===== config.mk =====
export PLATFORM = sky130hd
export DESIGN_NAME = float_to_int_flat
export DESIGN_NICKNAME = d
export VERILOG_FILES = /design/src/rtl/float_to_int_if.sv /design/src/rtl/float_to_int.sv /design/src/flat_wrapper.sv
export SDC_FILE = /design/constraint.sdc
export NUM_CORES = 1
export LEC_CHECK = 0
export ABC_AREA = 1
export ABC_CLOCK_PERIOD_IN_PS = 1700
export CAP_MARGIN = 0
export CORE_MARGIN = 2
export CORE_UTILIZATION = 56
export DETAILED_ROUTE_END_ITERATION = 8
export PLACE_DENSITY = 0.9
export SETUP_SLACK_MARGIN = 0.15
export SLEW_MARGIN = 15
export SYNTH_ARGS = -nofsm -noshare
export SYNTH_HDL_FRONTEND = slang
export SYNTH_SLANG_ARGS = --single-unit

===== constraint.sdc =====
create_clock -name clk -period 1.7 [get_ports clk]
set_input_delay 0.17 -clock clk [delete_from_list [all_inputs] [get_ports clk]]
set_output_delay 0.17 -clock clk [all_outputs]
set_load 0.05 [all_outputs]

===== src/rtl/float_to_int_if.sv =====
// float_to_int_if: operand/result handshake bundle for float_to_int.
//   a          packed binary32 operand      (master -> slave)
//   in_valid   operand valid                (master -> slave)
//   in_ready   converter can take operand   (slave  -> master)
//   z          signed int32 result          (slave  -> master)
//   overflow   result saturated             (slave  -> master)
//   nan        operand was NaN              (slave  -> master)
//   out_valid  z/overflow/nan valid         (slave  -> master)
//   out_ready  consumer accepts result      (master -> slave)
interface float_to_int_if;
    logic [31:0] a;
    logic        in_valid;
    logic        in_ready;
    logic [31:0] z;
    logic        overflow;
    logic        nan;
    logic        out_valid;
    logic        out_ready;

    modport master (
        output a, in_valid, out_ready,
        input  in_ready, z, overflow, nan, out_valid
    );

    modport slave (
        input  a, in_valid, out_ready,
        output in_ready, z, overflow, nan, out_valid
    );
endinterface


===== src/rtl/float_to_int.sv =====
// float_to_int: sequential IEEE-754 binary32 -> signed int32 converter.
// Truncates toward zero and saturates out-of-range values and infinities;
// NaN yields 0x80000000 with the nan flag. Mantissa alignment uses a
// one-bit-per-cycle shifter, so latency is 2 + |exp-150| cycles for
// ordinary in-range operands and 2 cycles for everything else.
// Ports:
//   clk    rising-edge clock
//   rst_n  asynchronous active-low reset
//   bus    float_to_int_if.slave (a/in_valid/in_ready, z/overflow/nan/out_valid/out_ready)
module float_to_int (
    input logic            clk,
    input logic            rst_n,
    float_to_int_if.slave  bus
);

    typedef enum logic [2:0] {IDLE, UNPACK, SHIFT, PACK, OUT} state_t;

    state_t      state, state_next;
    logic        s_q;
    logic [7:0]  e_q;
    logic [31:0] m_q;
    logic        dir_left_q;
    logic [4:0]  cnt_q;
    logic        ovf_pend, nan_pend;
    logic [31:0] z_q;
    logic        ovf_q, nan_q;

    logic        exp_max, too_big, too_small, frac_zero, min_int, special;
    logic        shift_left;
    logic [4:0]  count_init;

    always_comb begin
        exp_max    = (e_q == 8'hFF);
        frac_zero  = (m_q[22:0] == '0);
        too_big    = (e_q >= 8'd158);
        too_small  = (e_q < 8'd127);
        min_int    = s_q && (e_q == 8'd158) && frac_zero;
        special    = exp_max || too_big || too_small;
        shift_left = (e_q > 8'd150);
        // |e-150| is at most 23 here, so the 5-bit modular difference
        // (150 mod 32 = 22) is exact.
        count_init = shift_left ? (e_q[4:0] - 5'd22) : (5'd22 - e_q[4:0]);
    end

    always_ff @(posedge clk or negedge rst_n) begin
        if (!rst_n) state <= IDLE;
        else        state <= state_next;
    end

    always_comb begin
        state_next = state;
        case (state)
            IDLE:    if (bus.in_valid) state_next = UNPACK;
            UNPACK:  if (special || count_init == '0) state_next = PACK;
                     else                              state_next = SHIFT;
            SHIFT:   if (cnt_q == 5'd1) state_next = PACK;
            PACK:    state_next = OUT;
            OUT:     if (bus.out_ready) state_next = IDLE;
            default: state_next = IDLE;
        endcase
    end

    always_ff @(posedge clk or negedge rst_n) begin
        if (!rst_n) begin
            s_q        <= 1'b0;
            e_q        <= '0;
            m_q        <= '0;
            dir_left_q <= 1'b0;
            cnt_q      <= '0;
            ovf_pend   <= 1'b0;
            nan_pend   <= 1'b0;
            z_q        <= '0;
            ovf_q      <= 1'b0;
            nan_q      <= 1'b0;
        end else begin
            case (state)
                IDLE: if (bus.in_valid) begin
                    s_q      <= bus.a[31];
                    e_q      <= bus.a[30:23];
                    m_q      <= {8'h00, 1'b1, bus.a[22:0]};
                    ovf_pend <= 1'b0;
                    nan_pend <= 1'b0;
                    ovf_q    <= 1'b0;
                    nan_q    <= 1'b0;
                end
                UNPACK: begin
                    // Special cases park their final bit pattern in m_q with
                    // the sign cleared so PACK passes it through unchanged.
                    if (exp_max && !frac_zero) begin
                        m_q      <= 32'h8000_0000;
                        s_q      <= 1'b0;
                        nan_pend <= 1'b1;
                    end else if (exp_max || too_big) begin
                        m_q      <= s_q ? 32'h8000_0000 : 32'h7FFF_FFFF;
                        s_q      <= 1'b0;
                        ovf_pend <= !min_int;
                    end else if (too_small) begin
                        m_q <= '0;
                    end else begin
                        dir_left_q <= shift_left;
                        cnt_q      <= count_init;
                    end
                end
                SHIFT: begin
                    m_q   <= dir_left_q ? {m_q[30:0], 1'b0} : {1'b0, m_q[31:1]};
                    cnt_q <= cnt_q - 5'd1;
                end
                PACK: begin
                    z_q   <= s_q ? (~m_q + 32'd1) : m_q;
                    ovf_q <= ovf_pend;
                    nan_q <= nan_pend;
                end
                default: ;
            endcase
        end
    end

    assign bus.in_ready  = (state == IDLE);
    assign bus.out_valid = (state == OUT);
    assign bus.z         = z_q;
    assign bus.overflow  = ovf_q;
    assign bus.nan       = nan_q;

endmodule


===== src/flat_wrapper.sv =====
// flat-port wrapper written by rule: the top's interface ports become plain ports
module float_to_int_flat 
  (clk, rst_n, bus_a, bus_in_valid, bus_out_ready, bus_in_ready, bus_z, bus_overflow, bus_nan, bus_out_valid);
  float_to_int_if bus_i ();
  input logic clk;
  input logic rst_n;
  input wire logic [$bits(bus_i.a)-1:0] bus_a;
  input wire logic [$bits(bus_i.in_valid)-1:0] bus_in_valid;
  input wire logic [$bits(bus_i.out_ready)-1:0] bus_out_ready;
  output wire logic [$bits(bus_i.in_ready)-1:0] bus_in_ready;
  output wire logic [$bits(bus_i.z)-1:0] bus_z;
  output wire logic [$bits(bus_i.overflow)-1:0] bus_overflow;
  output wire logic [$bits(bus_i.nan)-1:0] bus_nan;
  output wire logic [$bits(bus_i.out_valid)-1:0] bus_out_valid;
  assign bus_i.a = bus_a;
  assign bus_i.in_valid = bus_in_valid;
  assign bus_i.out_ready = bus_out_ready;
  assign bus_in_ready = bus_i.in_ready;
  assign bus_z = bus_i.z;
  assign bus_overflow = bus_i.overflow;
  assign bus_nan = bus_i.nan;
  assign bus_out_valid = bus_i.out_valid;
  float_to_int u_core (.clk(clk), .rst_n(rst_n), .bus(bus_i));
endmodule

==> summary.md, run 1 <==
| Metric | Value |
|---|---|
| Status | finished, violations left |
| Failing checks | DRC, setup timing |
| # DRC | 31 |
| Max-cap viol count | 0 |
| 1st-pass router iterations | 9 |
| Final Hold Viols | 0 |
| HP Class | input pin to asynchronous set/reset pin |
| RSZ-0062 raised after global routing | yes |
| Tmin final | roughly 2.0 ns |
| Critical setup path kind | flop to flop |
| Final worst slack | -0.285 ns |
| Crit path cell chain | buf_6, nand2_1, nand2_1, nand2_1, nand2_1, nand2_2, nand2_1, nand2_1, nor2_1, nand3b_1, a21oi_2 |
| Post-DP HPWL | 11,100 um |
| EDFF count, synth | 0 |
| Top_reg_cell synth | dfrtp_1 |
| Root buffer cell | clkbuf_8 |
| Crit-path slowest cell | dfrtp_2 |
| Routed WL per cell | 23.0 um |
| Diode count | 0 |
| Worst r2r src | u_core.e_q[1] |
| Cell taking the most area after synthesis | dfrtp_1 |
| Post-synthesis cell type count | 34 |
| Vias post-DR | just over 7,000 |
| Gate Count Post-Synth | 780 |
| Die W | 103 um |
| Post-synth top area share | 39.0% |
| Slew @ Worst Pin | roughly 0.62 ns |
| Clk_skew | between 0.015 and 0.02 ns |
| Nets | 950 |
| Htree depth | 3 |
| CTS tree | yes |
| Critical Path AT | ~2.3 ns |
| Tcrit/Tclk final | 117% |
| Setup slack, reg-to-reg | -0.28 ns |
| First-pass GRT wire length | 31,000 um |
| Iter 0 DRT Violations | between 1,000 and 1,500 |
| Clk sinks | 86 |
| Die span in y | roughly 100 um |
| Die area | roughly 11,000 sq um |
| Vias in the first global route | 6,032 |
| Via density | between 6 and 7 |
| Ys async rst share | 100% |
| Crit path largest cell delay | around 0.5 ns |
| Row count | 36 |
| Initial antenna violation count | 0 |
| F_max | 504 MHz |
| Ranking of synthesized cells by area | dfrtp_1 (39%), nand2_1 (17%), o21ai_0 (7.1%) |
| Crit. End Element | flop |
| Synth Register Bits | between 80 and 90 |
| Ys Warns | 0 |
| Area grow syn2layout | 42.2% |
| Worst r2r dst | u_core.state[0] |
| # IOs | roughly 70 |
| TritonCTS buffer count | 9 |
| Post-route ant nets | 0 |
| Largest net degree at the start of global routing | 50 |
| Layout cells sized above 1 | roughly a third |
| Seq/Total Area, Yosys | around two fifths |
| Pins over their slew limit | 0 |
| Worst Path Max Fanout | 7 |
| Routed wire length | 24,000 um |
| Clock-pin slew of the registers on the worst-case setup and hold paths | between 0.1 and 0.15 ns |
| TNS Setup | -7.49 ns |
| Clk_lat worst skew | ~0.40 ns |
| Mean Syn Cell Area | 7.07 sq um |
| Rel. slew slack | around 60% |
| Aggregate global routing overflow | 0 |
| I/O Buffers | 71 |
| Initial Util | 57.0% |
| Mapped cell area | approximately 5500 sq um |
| Startpoint types | flop |
| Most used cell, CP | nand2_1 |
| Final setup violation count | 54 |
| Core Box Area | 9680 sq um |
| Worst path required time | 2.03 ns |
| Most frequent cell after synthesis | nand2_1 |
| Syn_nets | roughly 820 |
| R2R cell count | 11 |
| GPL Wtd Cong | approximately 1 |
| Clk buf depth | 2 |
| Overall Global Routing Usage | between 30% and 40% |
| Top cells by count, synth | nand2_1 (248), dfrtp_1 (86), o21ai_0 (78) |
-- layout make-up --
type,instances,area (sq um)
Multi-Input combinational cell,594,3550
Fill cell,513,1840
Clock inverter,7,103
Inverter,63,260
Tap cell,133,166
Timing Repair Buffer,152,1470
Clock buffer,9,124
Sequential cell,86,2170
-- metal layers --
metal / GRT usage [%] / vias to the layer above / wire length [um]
li1: - / 2773 / -
met1: 50.0 / 3134 / 7920
met2: 57.9 / 834 / 9970
met3: 11.2 / 296 / 3820
met4: 18.9 / 0 / 2310
met5: 0 / - / 0
-- worst max-delay path by stage --
stage                               start                to  slack (ns)  depth (start not counted)
final                       u_core.e_q[1]   u_core.state[0]       -0.28                         11
after global routing        u_core.m_q[0]  u_core.bus.z[24]       -0.40                         11
after CTS                   u_core.e_q[1]   u_core.state[0]      -0.009                         10
after detailed placement    u_core.e_q[0]    u_core.m_q[23]       -0.04                         12
after global placement    u_core.state[1]   u_core.cnt_q[2]        0.04                          8
after floorplan             u_core.e_q[1]    u_core.m_q[23]        0.15                         10
-- worst max-delay path: cells and delay by family, from the launching register on --
family                 cells  cell delay, ns
AOI/OAI and AO/OA          1            0.15
buffers and inverters      1            0.15
DFF                        1            0.50
and+or+nand+nor            9            1.10
-- through the flow --
stage | cell area, sq um | hold slack (ns) | setup slack [ns] | util [%] | std cells
2_1_floorplan | 5550 | -0.126 | 0.151 | - | 780
3_3_place_gp | 6620 | 0.118 | 0.0404 | 68.4 | 994
3_5_place_dp | 6620 | 0.126 | -0.0390 | 68.4 | 994
4_1_cts | 7320 | 0.263 | -0.00873 | 75.5 | 1033
5_1_grt | 7840 | 0.282 | -0.401 | 81.0 | 1044
6_report | 7840 | 0.260 | -0.285 | 81.0 | 1044
-- sequential cells by signal, indices dropped and copies added (netlist names) --
name	count
u_core.nan_pend	1
u_core.ovf_pend	1
u_core.e_q	8
u_core.s_q	1
u_core.m_q	32
u_core.state	3
u_core.cnt_q	5
u_core.dir_left_q	1
u_core.bus.overflow	1
u_core.bus.nan	1
u_core.bus.z	32
-- cells in the final DEF, fill, tap and decap left out, types with 3 or more instances in the layout --
| cell type | count |
|---|---|
| nand2_1 | 206 |
| dfrtp_1 | 75 |
| buf_4 | 64 |
| inv_4 | 3 |
| xor2_1 | 13 |
| a21oi_1 | 37 |
| inv_1 | 42 |
| nand3_4 | 6 |
| nand3b_1 | 3 |
| clkdlybuf4s50_1 | 34 |
| o21ai_0 | 61 |
| nand4_1 | 10 |
| inv_6 | 4 |
| nand2_2 | 40 |
| buf_12 | 7 |
| xor2_2 | 4 |
| nor2_4 | 21 |
| xnor2_1 | 3 |
| ha_4 | 3 |
| buf_6 | 15 |
| nand3_1 | 35 |
| dfrtp_2 | 11 |
| nand2_4 | 7 |
| dlygate4sd2_1 | 27 |
| inv_2 | 15 |
| nand3_2 | 24 |
| clkbuf_8 | 9 |
| nor2_2 | 20 |
| o21ai_1 | 14 |
| nor2_1 | 39 |
| o21ai_2 | 29 |
| ha_1 | 4 |
-- kinds of logic after synthesis --
family / after synthesis / share of synthesized area (%)
xor gates and xnor gates: 20 / 3.18
and+or+nand+nor: 417 / 32.4
DFF: 86 / 39.0
adders and majority gates: 8 / 1.81
AOI/OAI and AO/OA: 149 / 15.4
buffers and inverters: 100 / 8.14
-- what timing repair did --
action,4_1_cts,5_1_grt
hold buffers,1,0
endpoints found under the setup margin,83,76
pin swaps,12,54
endpoints found under the hold margin,26,0
cloned,1,3
buffers inserted,21,8
gates resized for setup,122,117
Power of run 1 is left out: the tool's default activity adds up to more than one toggle a clock period on the data nets, which glitch-free logic cannot reach.
==> inputs of run 2 (changes only) <==
--- a/config.mk
+++ b/config.mk
@@ -11,6 +11,7 @@
 export CORE_MARGIN = 2
 export CORE_UTILIZATION = 56
 export DETAILED_ROUTE_END_ITERATION = 8
+export HOLD_SLACK_MARGIN = 0.08
 export PLACE_DENSITY = 0.9
 export SETUP_SLACK_MARGIN = 0.15
 export SLEW_MARGIN = 15
==> results of run 2 <==
The final DEF is identical to that of run 1; final timing and power are the same.
Power of run 2 is left out for the same reason.
